**src/rtl/countdown_timer.sv**
```systemverilog
// -----------------------------------------------------------------------------
// countdown_timer
//
// Loadable, prescaled, synchronous down-counter with one-shot or auto-reload
// operation and a registered one-cycle terminal-count pulse.
//
// Ports:
//   clk          in   system clock, all state changes on the rising edge
//   reset        in   asynchronous active-low reset
//   load         in   copy load_value into the count and the reload register
//   load_value   in   [WIDTH]      count to load
//   prescale     in   [PRESCALE_W] one count tick every prescale+1 clocks
//   start        in   begin counting (IDLE) or restart from reload (DONE)
//   stop         in   pause counting; count and prescaler phase are held
//   auto_reload  in   1 = periodic, 0 = one-shot (sampled at the terminal tick)
//   q            out  [WIDTH] current count (registered)
//   busy         out  high while in RUN
//   done         out  high while in DONE
//   tc           out  one-cycle terminal-count pulse (registered)
//
// Control signals are level-sampled strobes: each cycle they are resolved in
// priority order load > stop > start. busy and done together fully decode
// the FSM state (neither = IDLE), so the state is observable at the ports.
// -----------------------------------------------------------------------------
module countdown_timer #(
    parameter int WIDTH      = 4,
    parameter int PRESCALE_W = 8
) (
    input  logic                  clk,
    input  logic                  reset,
    input  logic                  load,
    input  logic [WIDTH-1:0]      load_value,
    input  logic [PRESCALE_W-1:0] prescale,
    input  logic                  start,
    input  logic                  stop,
    input  logic                  auto_reload,
    output logic [WIDTH-1:0]      q,
    output logic                  busy,
    output logic                  done,
    output logic                  tc
);

    typedef enum logic [1:0] {
        ST_IDLE = 2'd0,
        ST_RUN  = 2'd1,
        ST_DONE = 2'd2
    } state_e;

    state_e                state_q, state_d;
    logic [WIDTH-1:0]      q_q, q_d;
    logic [WIDTH-1:0]      reload_q, reload_d;
    logic [PRESCALE_W-1:0] pre_cnt_q, pre_cnt_d;
    logic                  tc_q, tc_d;

    // The prescaler only advances in RUN when neither load nor stop wins.
    logic run_ok;
    logic pre_wrap;
    logic tick;
    logic terminal;

    // >= rather than == so a prescale lowered below the current phase
    // produces a tick on the next cycle instead of wrapping the phase.
    assign run_ok   = (state_q == ST_RUN) && !load && !stop;
    assign pre_wrap = (pre_cnt_q >= prescale);
    assign tick     = run_ok && pre_wrap;
    // Count of 0 is treated like 1, so the counter never wraps to all-ones.
    assign terminal = tick && (q_q <= WIDTH'(1));

    // State register and datapath registers.
    always_ff @(posedge clk or negedge reset) begin
        if (!reset) begin
            state_q   <= ST_IDLE;
            q_q       <= '0;
            reload_q  <= '0;
            pre_cnt_q <= '0;
            tc_q      <= 1'b0;
        end else begin
            state_q   <= state_d;
            q_q       <= q_d;
            reload_q  <= reload_d;
            pre_cnt_q <= pre_cnt_d;
            tc_q      <= tc_d;
        end
    end

    // Next-state logic.
    always_comb begin
        state_d = state_q;
        if (load) begin
            state_d = ST_IDLE;
        end else if (stop) begin
            if (state_q == ST_RUN) begin
                state_d = ST_IDLE;
            end
        end else if (start && (state_q != ST_RUN)) begin
            state_d = ST_RUN;
        end else if (terminal && !auto_reload) begin
            state_d = ST_DONE;
        end
    end

    // Datapath next values.
    always_comb begin
        q_d       = q_q;
        reload_d  = reload_q;
        pre_cnt_d = pre_cnt_q;
        tc_d      = 1'b0;
        if (load) begin
            q_d       = load_value;
            reload_d  = load_value;
            pre_cnt_d = '0;
        end else if (!stop && start && (state_q == ST_DONE)) begin
            q_d       = reload_q;
            pre_cnt_d = '0;
        end else if (run_ok) begin
            if (pre_wrap) begin
                pre_cnt_d = '0;
            end else begin
                pre_cnt_d = pre_cnt_q + PRESCALE_W'(1);
            end
            if (tick) begin
                if (terminal) begin
                    tc_d = 1'b1;
                    // Reload on the terminal tick itself: no dead cycle
                    // between auto-reload periods.
                    q_d  = auto_reload ? reload_q : '0;
                end else begin
                    q_d = q_q - WIDTH'(1);
                end
            end
        end
    end

    // Outputs.
    always_comb begin
        busy = (state_q == ST_RUN);
        done = (state_q == ST_DONE);
        q    = q_q;
        tc   = tc_q;
    end

endmodule

```
**config.mk**
```make
export PLATFORM = sky130hd
export DESIGN_NAME = countdown_timer
export DESIGN_NICKNAME = d
export VERILOG_FILES = /design/src/rtl/countdown_timer.sv
export SDC_FILE = /design/constraint.sdc
export NUM_CORES = 1
export LEC_CHECK = 0
export CAP_MARGIN = 20
export CORE_MARGIN = 2
export CORE_UTILIZATION = 33
export DETAILED_ROUTE_END_ITERATION = 8
export GPL_ROUTABILITY_DRIVEN = 0
export HOLD_SLACK_MARGIN = 0.08
export PLACE_DENSITY = 0.64
export SLEW_MARGIN = 20
export SYNTH_ARGS = -nofsm -noshare
export SYNTH_HDL_FRONTEND = slang
export SYNTH_SLANG_ARGS = --single-unit
```
**constraint.sdc**
```tcl
create_clock -name clk -period 3.3 [get_ports clk]
set_clock_uncertainty 0.05 [all_clocks]
set_input_delay 0.33 -clock clk [delete_from_list [all_inputs] [get_ports clk]]
set_output_delay 0.33 -clock clk [all_outputs]
set_load 0.01 [all_outputs]
```
==> results.md <==
* GRT Total Usage at 14.6%
* Largest family of logic cells by synthesized area: simple AND/OR/NAND/NOR gates
* Width of the die at 66.6 µm
* IO Count at 25
* Fmax at 408 MHz
* Total non-filler cell area in the finished layout at 0.00164 mm²
* Worst slack on hold paths at 0.486 ns
* Number of violations reported at the end of detailed-routing iteration 0 at 34
* Number of unique standard cell types used by synthesis at 37
* Reg2Reg Launch Point: state_q[1]
* Area enclosed by the die boundary at 0.00444 mm²
* Part of the total power dissipated in the clock network at between 20% and 30%
* Leakage Power at just under 0.0007 µW
* Worst Hold Endpoint: pre_cnt_q[2]
* Most frequently used flop master after synthesis: sky130_fd_sc_hd__dfrtp_1
* Routed length per instance at 13.4 µm
* Worst reg-to-reg setup slack at about 0.92 ns
* Power per cell area at 374 mW/mm²
* Inserted Clock Buffers at 3
* Number of rows created at floorplan at 22
* Number of maximum-capacitance constraint violations at 0
* Final clock period utilization by the worst path at ~74%
* Final Hold Violating Endpoints at 0
* Fin nets at 202
* Capture point of the worst reg-to-reg path: q[2]
* Yosys warns at 0
* Share of total power consumed by net switching at 29.4%
* Unrepaired setup endpoints after global routing: no
* Wire length of the first global-routing pass at 5080 µm
* Int Power at 434 µW
* Sum of net half-perimeters after detailed placement at around 2300 µm
* Max Fanout on Critical Path at 12
* Setup slack after layout at 0.851 ns
* Transition time at the pin with the least slew margin at 0.833 ns
* Final standard cell utilization of the core at 44.2%
* Clock Root Buffer: sky130_fd_sc_hd__clkbuf_8
* Number of buffers inserted by port buffering at 24
* Cell Chain, Critical Path: clkdlybuf4s50_1, buf_4, nor3b_2, nor2_1, a31oi_1, o31ai_1, a22o_1
* Share of synthesized cell area in and, or, nand and nor gates at 23.4%
* Synthesized-area fraction occupied by xor and xnor cells at 0.677%
* DR DRC count at 0
* Synth Cell Area at 0.00129 mm²
* Combinational Power Share at 27.9%
* Area share of fa/ha/maj cells after synthesis at 10.6%
* Share of total power in sequential cells at 46.5%
* GR Overflow Total at 0
* Via count of the first global-routing pass at 1169
* Antenna violation net count after detailed routing at 0
* Status: complete, no violations
* Final setup vio count at 0
* Share of flip-flops with an asynchronous set or reset after synthesis at 100%
* Top delay family on crit path: compound AO/OA/AOI/OAI gates
* Final Slew Violations at 0
* Number of hold buffers added after cts at 0
* Critical path's slowest cell: sky130_fd_sc_hd__a31oi_1
* Kind of end point of the critical path: flop
* Worst setup path category: in2reg
* Final antenna diode count at 0
* Worst hold path cell count at 1
* Min-delay src: pre_cnt_q[2]
* Min cycle time layout at 2.45 ns
* Number of nets produced by synthesis at 173
* Initial antenna violation count at 0
* Switching power at 181 µW
* Clock latency on the worst-skew pair at between 0.2 and 0.3 ns
* Initial standard-cell utilization of the core at 34.8%
* 1st-pass router iterations at 4
* Multiplexer area fraction after synthesis at 3.48%
* Count of buffering cells on the critical path with inverters included at 2
* Sequential cell area fraction in the yosys report at 36.8%
* Tightest slew margin relative to the limit at 44.3%
* Mean post-synth cell area at ~9 µm²
* Layout cell share with drive strength beyond 1 at 6.98%
* Area overhead of the layout relative to synthesis at 27.0%
* Clock transition at the registers of the reported paths at 0.06 ns
* Max Root-Sink Buffers at 2
* CTS resizes at 0
* Area of the core region at 0.00372 mm²
* Total setup buffers inserted after CTS at 0
* Arrival time at the worst endpoint at 2.54 ns
* Worst IR drop on VDD at 0.247 mV
* Average via count per standard cell at 5.36
* H-tree lvl count at 1
* Fraction of the mapped netlist area in compound gates at 21.6%
* Number of synthesized register bits at 19
* CP Data Required Time at 3.39 ns
* Die extent in y at 66.6 µm
* Kind of launch point of the worst setup path: input port
* Number of cells produced by synthesis at ~140
* Setup total negative slack at 0 ns
* Path class of the lowest-slack min-delay path: reg2reg
* Pin count of the biggest net entering global routing at 20
* TritonCTS clock tree: done
* Biggest cell delay along the critical path at 0.56 ns
* Instance area after placement at ~0.0016 mm²
* Drt total wl at just under 3000 µm
* Pre-CTS WS at 0.588 ns
* TritonCTS sink count at 19
* Vias at approximately 1200
* Count of flip-flops with a built-in enable after synthesis at 0
* Worst r2r path cells at 6
[synthesized netlist by cell type, types with 2 or more instances]
| cell type | number | share of area, % |
|---|---|---|
| sky130_fd_sc_hd__a211oi_1 | 2 | 1.2 |
| sky130_fd_sc_hd__a21oi_1 | 8 | 3.1 |
| sky130_fd_sc_hd__a22oi_1 | 4 | 2.3 |
| sky130_fd_sc_hd__a31oi_1 | 2 | 0.97 |
| sky130_fd_sc_hd__a41oi_1 | 3 | 2.0 |
| sky130_fd_sc_hd__and3_1 | 3 | 1.5 |
| sky130_fd_sc_hd__dfrtp_1 | 19 | 37 |
| sky130_fd_sc_hd__ha_1 | 11 | 11 |
| sky130_fd_sc_hd__inv_1 | 11 | 3.2 |
| sky130_fd_sc_hd__mux2_2 | 4 | 3.5 |
| sky130_fd_sc_hd__nand2_1 | 8 | 2.3 |
| sky130_fd_sc_hd__nand2b_1 | 3 | 1.5 |
| sky130_fd_sc_hd__nand3_1 | 7 | 2.7 |
| sky130_fd_sc_hd__nand3b_1 | 2 | 1.2 |
| sky130_fd_sc_hd__nand4_1 | 3 | 1.5 |
| sky130_fd_sc_hd__nor2_1 | 10 | 2.9 |
| sky130_fd_sc_hd__nor2b_1 | 3 | 1.5 |
| sky130_fd_sc_hd__nor3_1 | 8 | 3.1 |
| sky130_fd_sc_hd__o21a_1 | 2 | 1.2 |
| sky130_fd_sc_hd__o21ai_1 | 12 | 4.6 |
| sky130_fd_sc_hd__or3_1 | 3 | 1.5 |
[sequential cells by signal (all words and copies together), names as in the netlist]
signal and count:
state_q 2, q 4, tc 1, reload_q 4, pre_cnt_q 8
[power by group through the flow]
stage	clock network [µW]	registers, µW	logic, µW
final	158	286	172
after global routing	173	291	193
after CTS	165	286	175
after detailed placement	0	290	173
after global placement	0	289	169
after floorplan	0	288	90.3
[placed cells by master (no fill, tap or decap), types with 4 or more instances in the layout]
master	instances
sky130_fd_sc_hd__nor2_1	10
sky130_fd_sc_hd__a22oi_1	4
sky130_fd_sc_hd__nor3_1	8
sky130_fd_sc_hd__a21oi_1	8
sky130_fd_sc_hd__inv_1	11
sky130_fd_sc_hd__ha_1	11
sky130_fd_sc_hd__clkdlybuf4s50_1	24
sky130_fd_sc_hd__dfrtp_1	19
sky130_fd_sc_hd__nand3_1	7
sky130_fd_sc_hd__nand2_1	8
sky130_fd_sc_hd__o21ai_1	12
sky130_fd_sc_hd__mux2_2	4
[per-stage QoR]
| step | cells | power [µW] |
|---|---|---|
| final | 220 | 615 |
| after global routing | 220 | 656 |
| after CTS | 220 | 625 |
| after detailed placement | 216 | 463 |
| after global placement | 216 | 458 |
| after floorplan | 144 | 378 |
[metal layers]
metal,GRT usage (%),share of wire [%],up-vias
li1,-,-,594
met1,19.2,47,549
met2,25.0,48,33
met3,1.86,4.2,4
met4,4.34,0.91,0
met5,0,0,-
[worst max path at each step]
stage | start | endpoint | cells after the start
final | load | q[2] | 7
after global routing | load | q[2] | 7
after CTS | load | q[0] | 6
after detailed placement | load | q[2] | 6
after global placement | load | q[2] | 6
after floorplan | state_q[1] | q[2] | 5
[layout make-up]
class	count	area [µm²]
clock buffers	4	45.0
inverters	11	41.3
multi-input cells	113	773
repair buffers	25	248
flip-flops and latches	19	475
fillers	380	2070
well taps	48	60.1
[kinds of logic (layout without fill, tap and decap cells)]
logic type,after synthesis,after routing
xor gates and xnor gates,1,1
adders and majority gates,11,11
muxes,4,4
and+or+nand+nor,55,55
buffers and inverters,12,40
DFF,19,19
AOI/OAI and AO/OA,42,42
Power figures use the tool's default switching activity.
